**config.mk**
```make
export PLATFORM = sky130hd
export DESIGN_NAME = otter_if_stage
export DESIGN_NICKNAME = d
export VERILOG_FILES = /design/src/rtl/otter_if_pkg.sv /design/src/rtl/otter_if_fifo.sv /design/src/rtl/otter_if_stage.sv
export SDC_FILE = /design/constraint.sdc
export NUM_CORES = 1
export LEC_CHECK = 0
export ABC_CLOCK_PERIOD_IN_PS = 6900
export CAP_MARGIN = 20
export CORE_UTILIZATION = 40
export CTS_CLUSTER_DIAMETER = 80
export DETAILED_ROUTE_END_ITERATION = 12
export SLEW_MARGIN = 40
export SYNTH_ARGS = -nofsm -noshare
export SYNTH_HDL_FRONTEND = slang
export SYNTH_HIERARCHICAL = 1
export SYNTH_SLANG_ARGS = --single-unit
export TNS_END_PERCENT = 30
```
**constraint.sdc**
```tcl
create_clock -name CLK -period 6.9 [get_ports CLK]
set_input_delay 0.69 -clock CLK [delete_from_list [all_inputs] [get_ports CLK]]
set_output_delay 0.69 -clock CLK [all_outputs]
set_load 0.05 [all_outputs]
```
**src/rtl/otter_if_pkg.sv**
```systemverilog
// Shared types and constants for the OTTER instruction-fetch front end.
package otter_if_pkg;

  typedef struct packed {
    logic [31:0] pc;
    logic [31:0] instr;
  } if_entry_t;

  localparam logic [31:0] OTTER_RESET_VEC = 32'h0000_0000;
  localparam logic [31:0] INSTR_NOP       = 32'h0000_0013;

  function automatic logic [31:0] word_align(input logic [31:0] addr);
    return {addr[31:2], 2'b00};
  endfunction

endpackage

```
**src/rtl/otter_if_fifo.sv**
```systemverilog
// Circular queue of fetched {pc, instr} entries; clear dominates push and pop.
module otter_if_fifo
  import otter_if_pkg::*;
#(
  parameter int QDEPTH = 2,
  localparam int CNT_W = $clog2(QDEPTH + 1),
  localparam int PTR_W = $clog2(QDEPTH)
) (
  input  logic             clk,
  input  logic             rst_n,
  input  logic             push_i,
  input  if_entry_t        entry_i,
  input  logic             pop_i,
  input  logic             clear_i,
  output if_entry_t        head_o,
  output logic [CNT_W-1:0] count_o,
  output logic             full_o,
  output logic             empty_o
);

  if_entry_t        mem_q [QDEPTH];
  logic [PTR_W-1:0] wr_ptr_q, rd_ptr_q;
  logic [CNT_W-1:0] count_q;
  logic             do_push, do_pop;

  function automatic logic [PTR_W-1:0] ptr_inc(input logic [PTR_W-1:0] p);
    return (p == PTR_W'(QDEPTH - 1)) ? '0 : p + 1'b1;
  endfunction

  assign do_push = push_i & ~clear_i;
  assign do_pop  = pop_i & ~clear_i & ~empty_o;

  always_ff @(posedge clk or negedge rst_n) begin
    if (!rst_n) begin
      wr_ptr_q <= '0;
      rd_ptr_q <= '0;
      count_q  <= '0;
    end else if (clear_i) begin
      wr_ptr_q <= '0;
      rd_ptr_q <= '0;
      count_q  <= '0;
    end else begin
      if (do_push) wr_ptr_q <= ptr_inc(wr_ptr_q);
      if (do_pop)  rd_ptr_q <= ptr_inc(rd_ptr_q);
      if (do_push && !do_pop)      count_q <= count_q + 1'b1;
      else if (!do_push && do_pop) count_q <= count_q - 1'b1;
    end
  end

  // NOTE: storage is deliberately not reset; the head is masked to zero while
  // empty, so stale words are never visible and the array stays plain RAM.
  always_ff @(posedge clk) begin
    if (do_push) mem_q[wr_ptr_q] <= entry_i;
  end

  assign empty_o = (count_q == '0);
  assign full_o  = (count_q == CNT_W'(QDEPTH));
  assign count_o = count_q;
  assign head_o  = empty_o ? '0 : mem_q[rd_ptr_q];

endmodule

```
**src/rtl/otter_if_stage.sv**
```systemverilog
// OTTER fetch stage: owns the PC, issues reads to the 1-cycle instruction
// memory and hands buffered instructions to decode over valid/ready.
module otter_if_stage
  import otter_if_pkg::*;
#(
  parameter logic [31:0] RESET_VEC = OTTER_RESET_VEC,
  parameter int          QDEPTH    = 2
) (
  input  logic        CLK,
  input  logic        RESET_N,
  output logic        IMEM_RDEN,
  output logic [31:0] IMEM_ADDR,
  input  logic [31:0] IMEM_DOUT,
  output logic        IF_VALID,
  output logic [31:0] IF_PC,
  output logic [31:0] IF_INSTR,
  input  logic        ID_READY,
  input  logic        BR_TAKEN,
  input  logic [31:0] BR_TARGET
);

  localparam int CNT_W = $clog2(QDEPTH + 1);

  logic [31:0]      pc_q, pc_d;
  logic [31:0]      tag_q, tag_d;
  logic             inflight_q, inflight_d;
  logic [CNT_W-1:0] count;
  logic             full, empty;
  logic             pop, push, issue;
  logic [31:0]      occupancy;
  if_entry_t        head;

  assign pop  = IF_VALID & ID_READY & ~BR_TAKEN;
  assign push = inflight_q & ~BR_TAKEN;

  // Every outstanding request holds a reserved slot, so the queue cannot overflow.
  assign occupancy = 32'(count) + 32'(inflight_q) - 32'(pop);
  assign issue     = RESET_N & ~BR_TAKEN & (occupancy < 32'(QDEPTH));

  // NOTE: every always_comb output gets a default before any branch, so no
  // path leaves a signal unassigned and no latch is inferred.
  always_comb begin
    pc_d       = pc_q;
    tag_d      = tag_q;
    inflight_d = 1'b0;
    if (BR_TAKEN) begin
      pc_d = word_align(BR_TARGET);
    end else if (issue) begin
      pc_d       = pc_q + 32'd4;
      tag_d      = pc_q;
      inflight_d = 1'b1;
    end
  end

  // NOTE: sequential state uses non-blocking assignments so every register
  // samples the pre-edge values, independent of statement order.
  always_ff @(posedge CLK or negedge RESET_N) begin
    if (!RESET_N) begin
      pc_q       <= RESET_VEC;
      tag_q      <= '0;
      inflight_q <= 1'b0;
    end else begin
      pc_q       <= pc_d;
      tag_q      <= tag_d;
      inflight_q <= inflight_d;
    end
  end

  otter_if_fifo #(.QDEPTH(QDEPTH)) u_fifo (
    .clk     (CLK),
    .rst_n   (RESET_N),
    .push_i  (push),
    .entry_i ('{pc: tag_q, instr: IMEM_DOUT}),
    .pop_i   (pop),
    .clear_i (BR_TAKEN),
    .head_o  (head),
    .count_o (count),
    .full_o  (full),
    .empty_o (empty)
  );

  assign IMEM_RDEN = issue;
  assign IMEM_ADDR = pc_q;
  assign IF_VALID  = ~empty;
  assign IF_PC     = head.pc;
  assign IF_INSTR  = head.instr;

  a_no_overflow: assert property (@(posedge CLK) disable iff (!RESET_N)
    !(push && full && !pop));

endmodule
```
# After elaboration in Yosys (flattened, before gate mapping)
# Memories as Yosys holds them, arrays and structs flattened.
# Index checks and enable logic that the tools add are counted.
dict set report classes {
  addsub 7
  n_lt_le_gt_ge 1
  muxes 16
  bitwise 10
  n_reduce_logical 10
}
# operator count
set op_table {}
lappend op_table {{$mux 32} 2}
lappend op_table {{$mux 64} 1}
lappend op_table {{$add 32x3->32 const B} 1}
lappend op_table {{$lt 32x2->1 const B} 1}
lappend op_table {{$mux 1} 10}
lappend op_table {{$and 1x1->1} 8}
lappend op_table {{$mux 2} 3}
lappend op_table {{$reduce_bool 2->1} 3}
lappend op_table {{$sub 3x1->4} 1}
lappend op_table {{$add 2x1->3} 1}
lappend op_table {{$reduce_bool 3->1} 1}
lappend op_table {{$add 1x1->1 const B} 2}
lappend op_table {{$add 2x1->2 const B} 1}
lappend op_table {{$logic_and 1x1->1} 2}
lappend op_table {{$logic_not 1->1} 2}
lappend op_table {{$logic_not 2->1} 1}
lappend op_table {{$not 1->1} 2}
lappend op_table {{$reduce_and 2->1} 1}
lappend op_table {{$sub 2x1->2 const B} 1}
dict set report totals {
  register_bits 69
  ramBits 128
  in_bits 68
  n_memories 1
}
# name words width rd rd_ports_with_merged_regs write_ports line_no
set memory_table {}
lappend memory_table {u_fifo.mem_q 2 64 1 0 1 otter_if_fifo.sv:21} ;# if_entry_t mem_q [QDEPTH];

# Logic depth before layout (Yosys ltp)
# Gate-level depths: netlist of the first run.
dict set report depth {
  ltp_word 10
  ltp_mapped 14
}

# Modules after synthesis
# Netlist of the first run, hierarchy kept.
# mod instances cells_per_inst area_per_inst_um2 seq_area_each_um2
set modules_own_cells {}
lappend modules_own_cells {otter_if_fifo 1 292 5069.9 3943.8}
lappend modules_own_cells {otter_if_stage 1 362 3156.8 1526.5}

# Least setup slack after synthesis of the first run
# OpenSTA, ideal clock, no wires.
dict set report synth_path {
  path_kind {input -> register}
  start {input BR_TAKEN}
  end {memory u_fifo/mem_q[0][0] (netlist bit) (enable)}
  setup_ns 0.486
  arrival_time_ns 4.133
  required_ns 6.414
  path_slack_ns 2.280
  cell_stages 5
  path_buffers 2
  cell_sequence {buf_4 > clkbuf_1 > nor2b_1 > nand2b_1 > nor2_1}
}
dict set report synth_via {
  elab_chain_cells 5
}
# element line_no
set synth_lines {}
lappend synth_lines {{start: declaration} otter_if_stage.sv:18} ;# input logic BR_TAKEN,
lappend synth_lines {{$not 1->1 (no line)} --}
lappend synth_lines {{$and 1x1->1} otter_if_stage.sv:34} ;# assign push = inflight_q & ~BR_TAKEN;
lappend synth_lines {{net push} otter_if_stage.sv:29} ;# logic pop, push, issue;
lappend synth_lines {{$and 1x1->1} otter_if_fifo.sv:30} ;# assign do_push = push_i & ~clear_i;
lappend synth_lines {{$mux 1} otter_if_fifo.sv:53} ;# if (do_push) mem_q[wr_ptr_q] <= entry_i;
lappend synth_lines {{$mux 1 (implied by the code)} otter_if_fifo.sv:53}
lappend synth_lines {{end: declaration} otter_if_fifo.sv:21}
# The timed path passes the listed nets, and every way through them passes these cells.

# Worst setup path after layout of the first run
dict set report layout_path {
  start {input BR_TAKEN}
  end {output IMEM_RDEN}
}
dict set report layout_via {
  elab_chain_cells 5
}
# element line_no
set layout_lines {}
lappend layout_lines {{$not 1->1 (no line)} --}
lappend layout_lines {{$and 1x1->1} otter_if_stage.sv:33} ;# assign pop = IF_VALID & ID_READY & ~BR_TAKEN;
lappend layout_lines {{net pop} otter_if_stage.sv:29}
lappend layout_lines {{$sub 3x1->4} otter_if_stage.sv:37} ;# assign occupancy = 32'(count) + 32'(inflight_q) - 32'(pop);
lappend layout_lines {{$lt 32x2->1} otter_if_stage.sv:38} ;# assign issue = RESET_N & ~BR_TAKEN & (occupancy < 32'(QDEPTH));
lappend layout_lines {{$and 1x1->1} otter_if_stage.sv:38}
lappend layout_lines {{end: declaration} otter_if_stage.sv:11} ;# output logic IMEM_RDEN,
# The timed path passes the listed nets, and every way through them passes these cells.

==> results of run 1 <==
[worst min path at each step]
stage                                to  slack [ns]  cells after the start
detailed placement  u_fifo/mem_q[1][63]        0.46                      0
floorplan                 IMEM_ADDR[10]        0.39                      0
CTS                           tag_q[22]        0.46                      2
global route              IMEM_ADDR[21]        0.48                      2
global placement    u_fifo/mem_q[1][36]        0.45                      0
finish                        tag_q[22]        0.43                      2
[state kept, by name (all words and copies together) (netlist names)]
register / flops
u_fifo/count_o: 2
u_fifo/rd_ptr_q: 1
tag_q: 30
IMEM_ADDR: 30
u_fifo/wr_ptr_q: 1
inflight_q: 1
u_fifo/mem_q: 128
[power by group]
part / switching (mW) / internal, mW
clock network: 0.435 / 0.559
logic: 0.255 / 0.145
registers: 0.0782 / 1.33
[per-stage QoR]
stage	setup slack [ns]	std cells	instance area [sq um]
after floorplan	2.280	659	8245
after global placement	2.205	1060	10020
after detailed placement	2.129	1060	10030
after CTS	2.131	1092	10630
after global routing	1.841	1093	10650
final	2.147	1093	10650
[placed cells by master, fill, tap and decap left out, types with 3 or more instances in the layout]
| cell type | Yosys | layout |
|---|---|---|
| a21oi_1 | 6 | 6 |
| nand4_1 | 12 | 12 |
| nor2b_1 | 4 | 4 |
| nand2b_1 | 4 | 4 |
| nor2_1 | 75 | 72 |
| nand2_1 | 122 | 122 |
| o311ai_0 | 9 | 9 |
| a32oi_1 | 3 | 3 |
| conb_1 | 1 | 6 |
| mux2i_1 | 66 | 66 |
| and4_1 | 5 | 5 |
| nor2_4 | 0 | 3 |
| buf_4 | 11 | 9 |
| xnor2_1 | 3 | 3 |
| inv_6 | 0 | 5 |
| or3_1 | 7 | 7 |
| o211ai_1 | 8 | 8 |
| inv_1 | 7 | 7 |
| nor3_1 | 4 | 4 |
| a31oi_1 | 5 | 5 |
| and3_1 | 6 | 6 |
| dfrtp_1 | 65 | 64 |
| edfxtp_1 | 128 | 128 |
| clkbuf_16 | 0 | 19 |
| nand3_1 | 18 | 18 |
| and2_1 | 4 | 4 |
| clkdlybuf4s50_1 | 0 | 159 |
| o21ai_0 | 18 | 18 |
[routing by layer]
layer / track usage (%) / wire (microns)
met4: 5.947 / 179
met2: 27.55 / 8317
met3: 4.514 / 1278
met1: 25.71 / 8560
met5: 0 / 0
[area by class of cell]
type                       instances  share of cell area, %
tap                              270                  3.171
timing repair buffer             172                  16.10
inverter                           7                 0.2467
clock inverter                    11                  1.057
clock buffer                      21                  4.628
multi-input combinational        419                  23.41
sequential                       193                  51.39
[logic make-up (layout without fill, tap and decap cells)]
logic type / after synthesis / in the layout / synth area share [%]
buf+inv: 47 / 211 / 3.711
other cells: 1 / 6 / 0.04558
simple gates: 273 / 273 / 15.03
fa+ha+maj: 2 / 2 / 0.3954
xor+xnor: 5 / 5 / 0.5324
flops: 193 / 193 / 66.49
compound gates: 67 / 67 / 5.765
mux: 66 / 66 / 8.030
==> metrics.md, run 1 <==
| Metric | Value |
|---|---|
| Main flop type after synthesis | edfxtp_1 |
| Routed wire length | approximately 18,000 microns |
| RSZ-0062 raised after global routing | false |
| Setup TNS | 0 ns |
| Die W | 145.4 microns |
| Post-cts sizing count | 0 |
| Util after Layout | 52.82% |
| Tightest Pin Transition | 0.7168 ns |
| Area leader, netlist | edfxtp_1 |
| Vias | 5,638 |
| Die Y | ~150 microns |
| Peak VDD IR | roughly 0.00014 V |
| Crit-path max FO | 42 |
| Cell with the most instances after synthesis | edfxtp_1 |
| Drt first pass iters | 5 |
| Multi-input logic area | 2494 sq um |
| Crit. End Element | primary output |
| Largest net degree at the start of global routing | 66 |
| Remaining global-route overflow | 0 |
| Power Total | about 2.8 mW |
| CP Class | in -> out |
| All-Layer GR Usage | 18.18% |
| Yosys warning count | 6 |
| Global placer's final weighted congestion | 0.8210 |
| Clk_skew | 0.01299 ns |
| Syn-to-layout area delta | 29.49% |
| R2r startpoint | u_fifo/count_o[0] |
| Critical Path AT | 4.06 ns |
| Slack of the worst reg-to-reg path | 2.94 ns |
| Slew headroom | 52.21% |
| Setup Viol. Count Final | 0 |
| Drt wl/cell | 16.78 microns |
| Clock Tree Root | clkbuf_16 |
| Port bufs | 161 |
| Post-synth ARST share | 33.68% |
| WHS | 0.4306 ns |
| CTS clk-pin slew, worst paths | 0.07 ns |
| Yosys cell types | 52 |
| Max Clk Rate | 210.4 MHz |
| Clk_lat worst skew | 0.43 ns |
| Num CTS Buffers | 17 |
| Reg2reg path depth | 12 |
| Cells along the critical path | clkdlybuf4s50_1, buf_4, nor3b_2, nand2b_1, a21boi_0, fa_1, nand2b_1, a2111o_2, inv_1, buf_12 |
| Layout fillers | about 1.7k |
| Drt via density | about 5.2 |
| Inserted Diodes | 0 |
| CP peak stage delay | a little over 0.5 ns |
| Postcts setup bufs | 0 |
| Most frequent CP cell | nand2b_1 |
| CTS tree | built |
| CTS H-tree depth | 4 |
| Crit. path cell count | 10 |
| Critical path's top delay family | buffers and inverters |
| Final slew viol count | 0 |
| Initial antenna violation count | 0 |
| Status | finished, final reports clean |
| Global-route wire length before repair | 30,200 microns |
| Final Cycle Share | 68.88% |
| Buf+Inv Stages, Crit Path | 4 |
| Yosys reg bits | a little under 200 |
| Row count | between 50 and 60 |
| Critical Path RT | 6.21 ns |
| Hpwl dp | 11,730 microns |
| Netlist area before placement | 8227 sq um |
| Post-synthesis average cell area | 12.58 sq um |
| Min Tclk post-route | ~4.8 ns |
| Worst Setup SP | BR_TAKEN |
| Core Box Area | slightly above 20,000 sq um |
| Register area share after synthesis | about two thirds |
| 1st-iter DRT viols | 352 |
| Fin. Hold Viols | 0 |
| R2r endpoint | IMEM_ADDR[23] |
| CTS sink count | 193 |
| Largest cells by area after synthesis | edfxtp_1 47%, dfrtp_1 20%, mux2i_1 8.0%, nand2_1 5.6%, nor2_1 3.4% |
| Yosys top cell area share | a little under half |
| Starting Density | 40.79% |
| Hold crit path type | in -> async |
| Cts-stage hold buffer count | 0 |
| DRC | 0 |
| Crit path launch type | input pin |
| Top Ports | 166 |
| Post-synth top cells | 128 x edfxtp_1, 122 x nand2_1, 75 x nor2_1 |
| Register area | approximately 5500 sq um |
| DRT antenna net count | 0 |
| Slowest-stage cell, CP | nor3b_2 |
| Die area | 21,140 sq um |
| Final net count | 880 |
| Vias in the first global route | 5,734 |
| Clock Path Buffers | 2 |
| Lkg Pwr | 3.841 nW |
| Mapped Cells | roughly 650 |
| Share of cells above drive strength 1 | 6.926% |
| Worst Setup EP | IMEM_RDEN |
| Post-synth EDFFs | 128 |
| Max-Cap Viols | 0 |
| PwrDens | around 260 nW/um^2 |
No activity file was read; power rests on OpenSTA's default activity.
==> inputs of run 2 (changes only) <==
- ABC_CLOCK_PERIOD_IN_PS: 6900 -> 4600
- clock period: 6.9 -> 4.6 ns (I/O delays scaled with it)
==> run 2 against run 1 <==
Against the previous run:
- register-to-register slack lost 1.9 ns
- sequential share of layout area down 0.23 points
- critical path type is now reg -> out
- die area unchanged
- via count decreased by 0.90%
- power is 50% higher
- design area increased by 0.46%
==> metrics.md, run 2 (synthesis gave the netlist of run 1 again) <==
| Metric | Value |
|---|---|
| Drt wl/cell | 16.68 microns (-0.56%) |
| Port bufs | 161 (unchanged) |
| Core Box Area | 20,170 sq um (unchanged) |
| Max reg flops | 128 (unchanged) |
| Final net count | 879 (-0.11%) |
| Max Clk Rate | 254.8 MHz |
| Critical Path RT | 4.14 ns (-2.07 ns) |
| Hpwl dp | 11,790 microns (+0.53%) |
| Tightest Pin Transition | 0.6949 ns (-0.02196 ns) |
| Buf+Inv Stages, Crit Path | 3 (-1) |
| Crit. End Element | primary output |
| 1st-iter DRT viols | 306 (-13%) |
| Crit-path max FO | 47 (+12%) |
| Starting Density | 40.79% (unchanged) |
| Final slew viol count | 0 (unchanged) |
| Clock Tree Root | clkbuf_16 |
| CP Class | reg -> out |
| DRT antenna net count | 0 (unchanged) |
| Row count | 52 (unchanged) |
| Min Tclk post-route | 3.925 ns |
| Util after Layout | 53.06% (+0.24 points) |
| Clk_skew | 0.008823 ns (-0.004165 ns) |
| Clk_lat worst skew | 0.43 ns (about the same) |
| DRC | 0 (unchanged) |
| Cells along the critical path | nor2_4, nor3b_2, nand2b_1, a21boi_0, fa_1, nand2b_1, a2111o_2, inv_1, buf_12, buf_12 |
| Slowest-stage cell, CP | dfrtp_1 |
| Commonest non-fill, non-tap cell in the layout | clkdlybuf4s50_1 |
| Vias | 5,587 (-0.90%) |
| Crit path launch type | flop |
| All-Layer GR Usage | 18.13% (-0.049 points) |
| Postcts setup bufs | 0 (unchanged) |
| Critical path's top delay family | simple AND/OR/NAND/NOR gates |
| Global-route wire length before repair | 30,170 microns (about the same) |
| Drt first pass iters | 5 (unchanged) |
| Reg with most FFs | u_fifo/mem_q |
| Routed wire length | 18,220 microns (-0.65%) |
| Die W | 145.4 microns (unchanged) |
| Cts-stage hold buffer count | 0 (unchanged) |
| Fin worst setup slack | 0.6754 ns (-1.472 ns) |
| Largest net degree at the start of global routing | 66 (unchanged) |
| Max-Cap Viols | 0 (unchanged) |
| Post-cts sizing count | 0 (unchanged) |
| CP peak stage delay | 0.53 ns (+0.02 ns) |
| Final Cycle Share | between 80% and 90% |
| Fin. Hold Viols | 0 (unchanged) |
| Lkg Pwr | 3.854 nW (+0.36%) |
| Peak VDD IR | 0.0002717 V (+89%) |
| CTS H-tree depth | 4 (unchanged) |
| Setup Viol. Count Final | 0 (unchanged) |
| Initial antenna violation count | 0 (unchanged) |
| Die area | 21,140 sq um (unchanged) |
| Status | finished, final reports clean |
| Inserted Diodes | 0 (unchanged) |
| CTS tree | built |
| Setup TNS | 0 ns (unchanged) |
| Drt via density | 5.116 (-0.81%) |
| Remaining global-route overflow | 0 (unchanged) |
| Hold crit path type | in -> async |
| CTS clk-pin slew, worst paths | 0.07 ns (about the same) |
| Num CTS Buffers | 17 (unchanged) |
| Top Ports | 166 (unchanged) |
| Slew headroom | 53.68% (+1.5 points) |
| Share of cells above drive strength 1 | 6.813% (-0.11 points) |
| Die Y | 145.4 microns (unchanged) |
| Most frequent cells in the layout | 159 x clkdlybuf4s50_1, 128 x edfxtp_1, 122 x nand2_1 |
| CTS sink count | 193 (unchanged) |
| Syn-to-layout area delta | 30.08% |
| DP Worst Slack | 0.7316 ns (-1.397 ns) |
| PwrDens | 392.3 nW/um^2 (+49%) |
| Critical Path AT | 3.46 ns (-0.60 ns) |
| RSZ-0062 raised after global routing | false |
| Vias in the first global route | 5,674 (-1.0%) |
| Power Total | 4.198 mW (+50%) |
| Global placer's final weighted congestion | 0.8581 (+4.5%) |
| Clock Path Buffers | 2 (unchanged) |
==> run 2: worst paths after layout <==
| check | from | end | slack [ns] | depth (start not counted) |
|---|---|---|---|---|
| setup / recovery | u_fifo/count_o[0] | IMEM_RDEN | 0.68 | 10 |
| hold / removal | RESET_N | tag_q[28] | 0.21 | 2 |
| setup reg to reg | u_fifo/count_o[0] | IMEM_ADDR[30] | 1.05 | 10 |
| hold reg to reg | tag_q[18] | u_fifo/mem_q[0][50] | 0.47 | 0 |
| max in group asynchronous | RESET_N | u_fifo/rd_ptr_q | 3.90 | 2 |
| min in group CLK | tag_q[18] | u_fifo/mem_q[0][50] | 0.47 | 0 |
==> run 2: worst reg2reg max path, cell delays in order, from the launching register on <==
cell	delay [ns]
dfrtp_1	0.53
nor2_4	0.08
nor3b_2	0.40
nand2b_1	0.16
a21boi_0	0.28
fa_1	0.47
nand2b_1	0.15
a2111o_2	0.41
buf_4	0.34
or4_1	0.58
nand3_1	0.09
==> run 2: final cells by class <==
class                           count  area [sq um]
Sequential cell                   193          5474
Clock inverter                      9         80.08
Fill cell                        1750          9468
Inverter                            7         26.28
Tap cell                          270         337.8
Multi-Input combinational cell    419          2494
Timing Repair Buffer              171          1758
Clock buffer                       23         531.8
==> run 2: metrics by stage <==
step	cells	cell area (sq um)	hold slack, ns
after floorplan	659	8245	0.1644
after global placement	1058	10050	0.4527
after detailed placement	1060	10090	0.4597
after CTS	1092	10700	0.2335
after global routing	1092	10700	0.2593
final	1092	10700	0.2094
==> run 2: where the power goes <==
| group | leakage [nW] | switching, mW | total (mW) | internal (mW) |
|---|---|---|---|---|
| clock | 0.300 | 0.654 | 1.49 | 0.835 |
| sequential | 1.97 | 0.118 | 2.11 | 1.99 |
| combinational | 1.59 | 0.381 | 0.600 | 0.219 |
| total | 3.85 | 1.15 | 4.20 | 3.04 |
==> run 2: routing by layer <==
metal / global-route usage, % / share of wire [%]
met1: 25.32 / 46
met2: 28.32 / 46
met3: 4.389 / 6.5
met4: 5.053 / 1.2
met5: 0 / 0
==> inputs of run 3 (changes only) <==
- MAX_ROUTING_LAYER: unset -> met4
==> run 3 against run 2 <==
Against the previous run:
- sequential power about the same
- die area unchanged
- non-clock buffer count unchanged
- clock power about the same
- via count decreased by 0.13%
- design area unchanged
- combinational power about the same
==> metrics.md, run 3 (synthesis gave the netlist of run 1 again) <==
| Metric | Value |
|---|---|
| Status | finished, final reports clean |
| PwrDens | 392.1 nW/um^2 (about the same) |
| RSZ-0062 raised after global routing | false |
| Global placer's final weighted congestion | 0.8718 (+1.6%) |
| Inserted Diodes | 0 (unchanged) |
| Routed wire length | 18,250 microns (+0.20%) |
| Max-Cap Viols | 0 (unchanged) |
| Reg2reg path depth | 10 (unchanged) |
| CTS tree | built |
| Commonest non-fill, non-tap cell in the layout | clkdlybuf4s50_1 |
| CTS H-tree depth | 4 (unchanged) |
| Tightest Pin Transition | 0.7073 ns (+0.01244 ns) |
| Placed inst area | 10,090 sq um (unchanged) |
| Min Tclk post-route | 3.937 ns (+0.01206 ns) |
| Critical Path AT | 3.48 ns (+0.02 ns) |
| Drt first pass iters | 6 (+1) |
| Clock Tree Root | clkbuf_16 |
| DP Worst Slack | 0.7316 ns (unchanged) |
| Vias in the first global route | 5,666 (-0.14%) |
| Core Box Area | 20,170 sq um (unchanged) |
| Setup Viol. Count Final | 0 (unchanged) |
| Vias | 5,580 (-0.13%) |
| Design Area, Final | 10,700 sq um (unchanged) |
| Drt via density | 5.110 (-0.13%) |
| Postcts setup bufs | 0 (unchanged) |
| Die Y | 145.4 microns (unchanged) |
| Starting Density | 40.79% (unchanged) |
| Remaining global-route overflow | 0 (unchanged) |
| Met1 usage | 25.53% (+0.21 points) |
| GR peak layer | met2 |
| DRC | 0 (unchanged) |
| Share of cells above drive strength 1 | 6.813% (unchanged) |
| Die W | 145.4 microns (unchanged) |
| Max Clk Rate | 254.0 MHz (-0.31%) |
| Port bufs | 161 (unchanged) |
| Peak VDD IR | 0.0002706 V (-0.41%) |
| Hpwl dp | 11,790 microns (unchanged) |
| Num CTS Buffers | 17 (unchanged) |
| Clock Path Buffers | 2 (unchanged) |
| Crit path launch type | flop |
| Most frequent cells in the layout | 159 x clkdlybuf4s50_1, 128 x edfxtp_1, 122 x nand2_1 |
| 1st-iter DRT viols | 296 (-3.3%) |
| DRT antenna net count | 0 (unchanged) |
| All-Layer GR Usage | 18.67% (+0.54 points) |
| Clk_lat worst skew | 0.43 ns (about the same) |
| Register area | 5474 sq um (unchanged) |
| Setup TNS | 0 ns (unchanged) |
| Lkg Pwr | 3.854 nW (unchanged) |
| Crit. End Element | primary output |
| Reg with most FFs | u_fifo/mem_q |
| Util after Layout | 53.06% (unchanged) |
| Final Cycle Share | 85.58% (+0.26 points) |
| Top Ports | 166 (unchanged) |
| Critical Path RT | 4.14 ns (about the same) |
| CP Class | reg -> out |
| Die area | 21,140 sq um (unchanged) |
| Global-route wire length before repair | 30,130 microns (-0.16%) |
| WHS | 0.2120 ns (+0.002662 ns) |
| Syn-to-layout area delta | 30.08% (unchanged) |
| Fin. Hold Viols | 0 (unchanged) |
| Largest net degree at the start of global routing | 66 (unchanged) |
| Hold crit path type | in -> async |
| Final slew viol count | 0 (unchanged) |
| Initial antenna violation count | 0 (unchanged) |
| Final net count | 879 (unchanged) |
| Slew headroom | 52.85% (-0.83 points) |
| CTS clk-pin slew, worst paths | 0.07 ns (about the same) |
| Post-cts sizing count | 0 (unchanged) |
| Row count | 52 (unchanged) |
| Crit-path max FO | 47 (unchanged) |
| CTS sink count | 193 (unchanged) |
| Cts-stage hold buffer count | 0 (unchanged) |
| Layout fillers | 1,750 (unchanged) |
| Max reg flops | 128 (unchanged) |
| Grt met2 use | 28.32% (unchanged) |
| Multi-input logic area | 2494 sq um (unchanged) |
| Fin worst setup slack | 0.6633 ns (-0.01206 ns) |
| Drt wl/cell | 16.71 microns (+0.20%) |
| Clk_skew | 0.009421 ns (+0.0005982 ns) |
| Met3 Usage GRT | 3.950% (-0.44 points) |
run 3: cell counts in the layout (fill, tap and decap cells not counted):
No cell type changed its count.
run 3: through the flow:
| stage | std cells | power, mW |
|---|---|---|
| floorplan | 659 | 2.487 |
| global placement | 1058 | 2.731 |
| detailed placement | 1060 | 2.747 |
| CTS | 1092 | 4.241 |
| global route | 1092 | 4.375 |
| finish | 1092 | 4.196 |
run 3: final timing paths:
check,from,endpoint,slack (ns)
min in group CLK,tag_q[26],u_fifo/mem_q[0][58],0.47
worst min register to register,tag_q[26],u_fifo/mem_q[0][58],0.47
worst min-delay path,RESET_N,tag_q[28],0.21
worst max register to register,u_fifo/count_o[0],IMEM_ADDR[30],1.05
max in group asynchronous,RESET_N,u_fifo/rd_ptr_q,3.91
worst max-delay path,u_fifo/count_o[0],IMEM_RDEN,0.66
run 3: layout make-up:
type / instances / area share, %
inverters: 7 / 0.2455
flip-flops and latches: 193 / 51.15
clock buffers: 23 / 4.969
clock inverters: 9 / 0.7483
repair buffers: 171 / 16.43
multi-input cells: 419 / 23.30
well taps: 270 / 3.157
run 3: where the power goes:
| part | leakage (nW) | internal [mW] | switching (mW) |
|---|---|---|---|
| registers | 1.97 | 1.99 | 0.118 |
| logic | 1.59 | 0.219 | 0.382 |
| clock network | 0.300 | 0.835 | 0.651 |
| total | 3.85 | 3.04 | 1.15 |
run 3: layer usage:
metal | up-vias | part of all wire, %
li1 | 2668 | -
met1 | 2691 | 47
met2 | 210 | 46
met3 | 11 | 5.9
met4 | 0 | 0.86
met5 | - | 0
run 3: worst max-delay path, cell delays in order (launching register included):
cell and delay [ns]:
dfrtp_1 0.53, nor2_4 0.07, nor3b_2 0.40, nand2b_1 0.16, a21boi_0 0.28, fa_1 0.47, nand2b_1 0.15, a2111o_2 0.41
inv_1 0.13, buf_12 0.25, buf_12 0.17
